===== src/rtl/bram_dbg_pkg.sv =====
// Shared types and constants for the BRAM debug load/dump sequencer.
package bram_dbg_pkg;

    typedef enum logic {
        OP_LOAD = 1'b0,
        OP_DUMP = 1'b1
    } op_e;

    typedef enum logic [2:0] {
        ST_IDLE,
        ST_LOAD,
        ST_DUMP_RD,
        ST_DUMP_OUT,
        ST_VERIFY,
        ST_HOLD
    } state_e;

    localparam int DATA_W_DEF     = 32;
    localparam int BYTES_PER_WORD = DATA_W_DEF / 8;
    // Word index to byte address: idx * 4.
    localparam int WORD_SHIFT     = 2;

endpackage


===== src/rtl/bram_dbg_chan_mux.sv =====
// Routes the sequencer's single BRAM access onto the selected debug channel and
// returns that channel's read data. Unselected channels see all-zero a2/wd2/we2.
module bram_dbg_chan_mux
    import bram_dbg_pkg::*;
#(
    parameter int CHANNELS = 2,
    parameter int DATA_W   = 32,
    parameter int ADDR_W   = 32,
    parameter int CHAN_W   = 2,
    parameter int BE_W     = BYTES_PER_WORD
) (
    input  logic [CHAN_W-1:0]          sel,
    input  logic [ADDR_W-1:0]          a2,
    input  logic [DATA_W-1:0]          wd2,
    input  logic                       we,
    output logic [CHANNELS*ADDR_W-1:0] dbg_a2,
    output logic [CHANNELS*DATA_W-1:0] dbg_wd2,
    output logic [CHANNELS*BE_W-1:0]   dbg_we2,
    input  logic [CHANNELS*DATA_W-1:0] dbg_rd2,
    output logic [DATA_W-1:0]          rd_sel
);

    // Demux the access onto one channel, mux that channel's read data back.
    always_comb begin
        dbg_a2  = '0;
        dbg_wd2 = '0;
        dbg_we2 = '0;
        rd_sel  = '0;
        for (int c = 0; c < CHANNELS; c++) begin
            if (sel == CHAN_W'(c)) begin
                dbg_a2[c*ADDR_W +: ADDR_W] = a2;
                dbg_wd2[c*DATA_W +: DATA_W] = wd2;
                dbg_we2[c*BE_W +: BE_W]     = {BE_W{we}};
                rd_sel                      = dbg_rd2[c*DATA_W +: DATA_W];
            end
        end
    end

endmodule


===== src/rtl/bram_debug_sequencer.sv =====
// Load/dump engine for the RV32I core's BRAM debug ports. Holds the core in
// reset while streaming words in (load) or out (dump), then releases it after
// RST_HOLD cycles.
// Optional build macro: BRAM_LOAD_VERIFY_EN adds a read-back checksum pass
// after every load and the verify_err output.
//
// state       | meaning
// ST_IDLE     | waiting for a command, cmd_ready high
// ST_LOAD     | accepting in_* beats, one BRAM write per beat
// ST_DUMP_RD  | address presented to BRAM, data arrives next cycle
// ST_DUMP_OUT | word offered on out_*, held until out_ready
// ST_VERIFY   | re-reading loaded words and folding them into a checksum
// ST_HOLD     | op finished, core_rst held for RST_HOLD cycles
module bram_debug_sequencer
    import bram_dbg_pkg::*;
#(
    parameter int  CHANNELS = 2,
    parameter int  WORDS    = 4096,
    parameter int  DATA_W   = 32,
    parameter int  ADDR_W   = 32,
    parameter int  RST_HOLD = 4,
    // One spare code point so an out-of-range channel can be presented and flagged.
    localparam int CHAN_W   = $clog2(CHANNELS + 1),
    localparam int LEN_W    = $clog2(WORDS) + 1,
    localparam int BE_W     = DATA_W / 8
) (
    input  logic                       CPU_CLK,
    input  logic                       CPU_RST,
    input  logic                       cmd_valid,
    output logic                       cmd_ready,
    input  logic                       cmd_op,
    input  logic [CHAN_W-1:0]          cmd_chan,
    input  logic [LEN_W-1:0]           cmd_len,
    input  logic                       in_valid,
    output logic                       in_ready,
    input  logic [DATA_W-1:0]          in_data,
    input  logic                       in_last,
    output logic                       out_valid,
    input  logic                       out_ready,
    output logic [DATA_W-1:0]          out_data,
    output logic [ADDR_W-1:0]          out_addr,
    output logic                       out_last,
    output logic [CHANNELS*ADDR_W-1:0] dbg_a2,
    output logic [CHANNELS*DATA_W-1:0] dbg_wd2,
    output logic [CHANNELS*BE_W-1:0]   dbg_we2,
    input  logic [CHANNELS*DATA_W-1:0] dbg_rd2,
    output logic                       core_rst,
    output logic                       busy,
    output logic                       done,
    output logic                       cmd_err,
    output logic [LEN_W-1:0]           words_done
`ifdef BRAM_LOAD_VERIFY_EN
    ,
    output logic                       verify_err
`endif
);

    localparam int HOLD_W = (RST_HOLD > 1) ? $clog2(RST_HOLD) : 1;

    state_e              state_q, state_d;
    logic [LEN_W-1:0]    idx_q, idx_d, len_q, len_d, words_done_q, words_done_d;
    logic [LEN_W-1:0]    len_eff, idx_inc;
    logic [CHAN_W-1:0]   chan_q, chan_d;
    logic [HOLD_W-1:0]   hold_q, hold_d;
    logic                core_rst_q, core_rst_d, done_q, done_d, cmd_err_q, cmd_err_d;
    logic                first_q, first_d;
    logic [DATA_W-1:0]   out_data_q, out_data_d, rd_sel, bram_wd;
    logic [ADDR_W-1:0]   idx_addr, bram_a2;
    logic                bram_we;
`ifdef BRAM_LOAD_VERIFY_EN
    logic [DATA_W-1:0]   shadow_q, shadow_d, vacc_q, vacc_d;
    logic [LEN_W-1:0]    vcnt_q, vcnt_d;
    logic                pend_q, pend_d, verify_err_q, verify_err_d;
`endif

    assign len_eff  = (cmd_len > LEN_W'(WORDS)) ? LEN_W'(WORDS) : cmd_len;
    assign idx_inc  = idx_q + LEN_W'(1);
    assign idx_addr = ADDR_W'(idx_q) << WORD_SHIFT;

    bram_dbg_chan_mux #(
        .CHANNELS (CHANNELS),
        .DATA_W   (DATA_W),
        .ADDR_W   (ADDR_W),
        .CHAN_W   (CHAN_W),
        .BE_W     (BE_W)
    ) u_mux (
        .sel     (chan_q),
        .a2      (bram_a2),
        .wd2     (bram_wd),
        .we      (bram_we),
        .dbg_a2  (dbg_a2),
        .dbg_wd2 (dbg_wd2),
        .dbg_we2 (dbg_we2),
        .dbg_rd2 (dbg_rd2),
        .rd_sel  (rd_sel)
    );

    // Next-state, stream handshakes and the BRAM access for this cycle.
    always_comb begin
        state_d      = state_q;
        idx_d        = idx_q;
        len_d        = len_q;
        chan_d       = chan_q;
        hold_d       = hold_q;
        core_rst_d   = core_rst_q;
        words_done_d = words_done_q;
        out_data_d   = out_data_q;
        done_d       = 1'b0;
        cmd_err_d    = 1'b0;
        first_d      = 1'b0;
        bram_a2      = '0;
        bram_wd      = '0;
        bram_we      = 1'b0;
        cmd_ready    = 1'b0;
        in_ready     = 1'b0;
        out_valid    = 1'b0;
        out_last     = 1'b0;
        out_addr     = '0;
        out_data     = out_data_q;
`ifdef BRAM_LOAD_VERIFY_EN
        shadow_d     = shadow_q;
        vacc_d       = vacc_q;
        vcnt_d       = vcnt_q;
        pend_d       = 1'b0;
        verify_err_d = verify_err_q;
`endif
        case (state_q)
            ST_IDLE: begin
                cmd_ready = 1'b1;
                if (cmd_valid) begin
`ifdef BRAM_LOAD_VERIFY_EN
                    verify_err_d = 1'b0;
                    shadow_d     = '0;
                    vacc_d       = '0;
                    vcnt_d       = '0;
`endif
                    if (cmd_chan >= CHAN_W'(CHANNELS)) begin
                        cmd_err_d = 1'b1;
                    end else if (len_eff == '0) begin
                        done_d       = 1'b1;
                        words_done_d = '0;
                    end else begin
                        chan_d     = cmd_chan;
                        len_d      = len_eff;
                        idx_d      = '0;
                        core_rst_d = 1'b1;
                        state_d    = (op_e'(cmd_op) == OP_DUMP) ? ST_DUMP_RD : ST_LOAD;
                    end
                end
            end
            ST_LOAD: begin
                in_ready = 1'b1;
                if (in_valid) begin
                    bram_a2 = idx_addr;
                    bram_wd = in_data;
                    bram_we = 1'b1;
                    idx_d   = idx_inc;
`ifdef BRAM_LOAD_VERIFY_EN
                    shadow_d = shadow_q ^ in_data;
`endif
                    if (idx_inc == len_q || in_last) begin
                        words_done_d = idx_inc;
                        idx_d        = '0;
`ifdef BRAM_LOAD_VERIFY_EN
                        state_d = ST_VERIFY;
`else
                        done_d  = 1'b1;
                        hold_d  = HOLD_W'(RST_HOLD - 1);
                        state_d = ST_HOLD;
`endif
                    end
                end
            end
            ST_DUMP_RD: begin
                bram_a2 = idx_addr;
                first_d = 1'b1;
                state_d = ST_DUMP_OUT;
            end
            ST_DUMP_OUT: begin
                // Registered BRAM data is live only on the first cycle; capture it for stalls.
                out_valid  = 1'b1;
                out_addr   = idx_addr;
                out_last   = (idx_inc == len_q);
                out_data   = first_q ? rd_sel : out_data_q;
                out_data_d = out_data;
                if (out_ready) begin
                    if (idx_inc == len_q) begin
                        words_done_d = idx_inc;
                        done_d       = 1'b1;
                        hold_d       = HOLD_W'(RST_HOLD - 1);
                        state_d      = ST_HOLD;
                    end else begin
                        idx_d   = idx_inc;
                        state_d = ST_DUMP_RD;
                    end
                end
            end
`ifdef BRAM_LOAD_VERIFY_EN
            ST_VERIFY: begin
                // Reads are pipelined: issue idx while folding in the previous read.
                if (idx_q != words_done_q) begin
                    bram_a2 = idx_addr;
                    idx_d   = idx_inc;
                    pend_d  = 1'b1;
                end
                if (pend_q) begin
                    vacc_d = vacc_q ^ rd_sel;
                    vcnt_d = vcnt_q + LEN_W'(1);
                end
                if (pend_q && idx_q == words_done_q) begin
                    verify_err_d = (vacc_d != shadow_q) || (vcnt_d != words_done_q);
                    done_d       = 1'b1;
                    hold_d       = HOLD_W'(RST_HOLD - 1);
                    state_d      = ST_HOLD;
                end
            end
`endif
            ST_HOLD: begin
                if (hold_q == '0) begin
                    core_rst_d = 1'b0;
                    state_d    = ST_IDLE;
                end else begin
                    hold_d = hold_q - HOLD_W'(1);
                end
            end
            default: begin
                state_d = ST_IDLE;
            end
        endcase
    end

    // State and control registers; CPU_RST aborts any op in flight.
    always_ff @(posedge CPU_CLK) begin
        if (CPU_RST) begin
            state_q      <= ST_IDLE;
            idx_q        <= '0;
            len_q        <= '0;
            chan_q       <= '0;
            hold_q       <= '0;
            core_rst_q   <= 1'b0;
            done_q       <= 1'b0;
            cmd_err_q    <= 1'b0;
            first_q      <= 1'b0;
            words_done_q <= '0;
            out_data_q   <= '0;
        end else begin
            state_q      <= state_d;
            idx_q        <= idx_d;
            len_q        <= len_d;
            chan_q       <= chan_d;
            hold_q       <= hold_d;
            core_rst_q   <= core_rst_d;
            done_q       <= done_d;
            cmd_err_q    <= cmd_err_d;
            first_q      <= first_d;
            words_done_q <= words_done_d;
            out_data_q   <= out_data_d;
        end
    end

`ifdef BRAM_LOAD_VERIFY_EN
    // Load read-back checksum registers.
    always_ff @(posedge CPU_CLK) begin
        if (CPU_RST) begin
            shadow_q     <= '0;
            vacc_q       <= '0;
            vcnt_q       <= '0;
            pend_q       <= 1'b0;
            verify_err_q <= 1'b0;
        end else begin
            shadow_q     <= shadow_d;
            vacc_q       <= vacc_d;
            vcnt_q       <= vcnt_d;
            pend_q       <= pend_d;
            verify_err_q <= verify_err_d;
        end
    end

    assign verify_err = verify_err_q;
`endif

    assign busy       = (state_q != ST_IDLE);
    assign core_rst   = core_rst_q;
    assign done       = done_q;
    assign cmd_err    = cmd_err_q;
    assign words_done = words_done_q;

endmodule


===== config.mk =====
export PLATFORM = sky130hd
export DESIGN_NAME = bram_debug_sequencer
export DESIGN_NICKNAME = d
export VERILOG_FILES = /design/src/rtl/bram_dbg_pkg.sv /design/src/rtl/bram_dbg_chan_mux.sv /design/src/rtl/bram_debug_sequencer.sv
export SDC_FILE = /design/constraint.sdc
export NUM_CORES = 1
export LEC_CHECK = 0
export ABC_AREA = 1
export BUFFER_PORTS_ARGS = -buffer_cell sky130_fd_sc_hd__buf_2
export CAP_MARGIN = 20
export CORE_AREA = 2 2 131 133
export DETAILED_ROUTE_END_ITERATION = 10
export DIE_AREA = 0 0 133 135
export PLACE_DENSITY = 0.67
export SLEW_MARGIN = 0
export SYNTH_ARGS = -nofsm -noshare
export SYNTH_HDL_FRONTEND = slang
export SYNTH_HIERARCHICAL = 1
export SYNTH_SLANG_ARGS = --single-unit

===== constraint.sdc =====
create_clock -name CPU_CLK -period 2.4 [get_ports CPU_CLK]
set_input_delay 0.12 -clock CPU_CLK [delete_from_list [all_inputs] [get_ports CPU_CLK]]
set_output_delay 0.12 -clock CPU_CLK [all_outputs]
set_load 0.01 [all_outputs]

==> metrics.cfg <==
[outcome]
outcome=complete, no violations

[grt]
grt_use_total_pct=21.2
antenna_found_initial=0
grt_pass1_vias=6241
gr-total-overflow=0
grt_pass1_wl_um=30900
grt_max_degree=97

[timing]
fin_worst_skew_ps=7.64
setup_viol=0
slew_viol_final=0
final.min_clock_period_ps=2290
setup-tns-final_ps=0
hold_viol=0
fin_crit_sh_pct=95.5
max_freq_ghz=0.436
hold-worst-slack_ps=48.3
maxSlewHeadroom_pct=49.7
worstMarginPinSlew_ps=753

[power_and_ir_drop]
switching_share_pct=38.5
pwr-share-comb_pct=36.4
pwr-share-clk_pct=28.7
p_leak_nw=4.22
p_int_w=0.00273
power_density_nw_per_um2=542
power.switching_w=0.00172
finalPower_w=0.00445
seqPwrFrac_pct=34.9
ir_drop_uv=365

[setup_path]
endpoint_kind=output port
crit_fanout=8
path_class=flip-flop to output port
cp-start-kind=flip-flop
cp.arrival_ps=2170
cp_data_required_time_ps=2280

[logic_synthesis]
synth_cells=1098
synth-xor-area-share_pct=0.278
postSynth.asyncResetShare_pct=0
syn_avg_cell_area_um2=5.75
synthFlopType=dfxtp_1
synth-simple-area-share_pct=45.5
synth-edff-count=0
netlist-cell-type-count=35
synth-adder-area-share_pct=0.397
syn_area_um2=6310
ys_ff_latch=82
synth_top_family_by_area=simple AND/OR/NAND/NOR gates
synth_compound_area_share_pct=10.5
synthMuxAreaShare_pct=0
yosys_warnings=6
yosysSeqAreaShare_pct=26.0

[final_layout]
nets=1483
syn_to_final_growth_pct=30.1
fin_util_pct=50.0
n_fill_cell=1709
final_cell_mix=buf_2, nor2_1, nand2_1
drive_above_1_share_pct=30.0
stdcell_area_um2=8210
final_common_cell=buf_2
antenna_cells=0

[routing]
postRouteAntennaNets=0
wl_um=20500
routedWlPerCell_um=12.9
drt-vias-per-instance=4.62
drt-initial-drc-count=475
drt-pass1-iter-count=7
dr_total_vias=7331
drc=0

[clock_network]
cts_buffers=9
cts_sinks=82
cts_buffer_depth=2
cts_htree_levels=3
clockRootBuffer=clkbuf_16
clock_latency_ps=340
cts_tree=done
clk_pin_slew_ps=60
cts_hold_buf=0

[job]
cap_violations=0

[floorplan]
die_height_um=135
core-area_um2=16400
die_w_um=133
start_util_pct=38.5
dieArea_um2=18000
num_rows=47
num_io_pins=339

[placed_design]
io_buffers=281
placed_area_um2=7820
gp_congestion=0.879
hpwl_um=15900

[min_path]
min-delay-path-class=primary input to flip-flop

cell type report:
class                      instances  area, um2  area share (%)
inverter                         151        567            6.91
tap                              220        275            3.35
sequential                        82       1640            20.0
clock inverter                     3       15.0           0.183
clock buffer                      13        250            3.05
multi-input combinational        816       3830            46.7
timing repair buffer             303       1620            19.8
layer usage:
metal  GRT usage, %  part of all wire (%)  up-vias
li1               -                     -     3859
met1           25.9                    42     3148
met2           37.7                    48      304
met3           4.43                   8.2       20
met4           6.15                   1.5        0
met5              0                     0        -
power groups by stage:
stage	clock network, W	logic, W	registers [W]
after floorplan	0	0.00114	0.00156
after global placement	0	0.00155	0.00157
after detailed placement	0	0.00156	0.00157
after CTS	0.00130	0.00156	0.00155
after global routing	0.00136	0.00181	0.00157
final	0.00128	0.00162	0.00155
synth_stat cells (2+ instances only):
library cell  number  area (um2)
nand3_2            2        20.0
buf_6             10         113
dfxtp_1           82        1640
nor2_2            49         307
nand2_1          247         927
a21oi_1           65         325
inv_2              6        22.5
inv_1            145         544
o21ai_0            2        10.0
clkbuf_1          35         131
nand4_1           19         119
nor2_4             4        45.0
a211oi_1          39         293
ha_1               2        25.0
buf_1              2        7.51
nand3_1           71         355
nor3_1             3        15.0
o21ai_2            3        26.3
nor4_1             3        18.8
buf_2             12        60.1
nor2_1           251         942
buf_4             28         210
nand2_2            2        12.5
nand3b_1           5        37.5
flip-flops by register name, summed over array words and instances, names as in the netlist, 2 cells and up:
register    count
state_q         3
words_done     13
idx_q          13
len_q          13
chan_q          2
out_data_q     32
hold_q          2
through the flow:
stage / setup WS [ps] / cells
after floorplan: 303 / 1135
after CTS: 31.0 / 1586
final: 108 / 1588
after global routing: -61.6 / 1588
after global placement: 64.7 / 1570
after detailed placement: 48.5 / 1570
critical path, cell delays in order, from the launching register on:
cell	delay, ps
dfxtp_1	340
buf_4	150
inv_2	70
nor2_4	190
nand2_1	140
nand3_1	90
nand3_1	140
nor2_1	120
nand2_1	60
nor2_1	120
nand4_1	160
inv_1	120
buf_2	130
cells by family after synthesis:
family	count (synthesis)
flops	82
xor+xnor	2
simple gates	663
other cells	1
buf+inv	238
compound gates	110
fa+ha+maj	2
path summary, 6_finish.rpt:
kind | from | endpoint | slack, ps | cells after the start
worst max register to register | idx_q[1] | words_done[11] | 130 | 15
worst min-delay path | cmd_len[7] | len_q[7] | 50 | 3
worst min register to register | out_data_q[18] | out_data_q[18] | 470 | 2
worst max-delay path | idx_q[0] | out_last | 110 | 12
what timing repair did:
action	4_1_cts	5_1_grt
resized for setup	0	27
endpoints found under the hold margin	0	0
setup buffers	0	1
setup endpoints to repair	0	37
(Power assumes the default switching activity.)
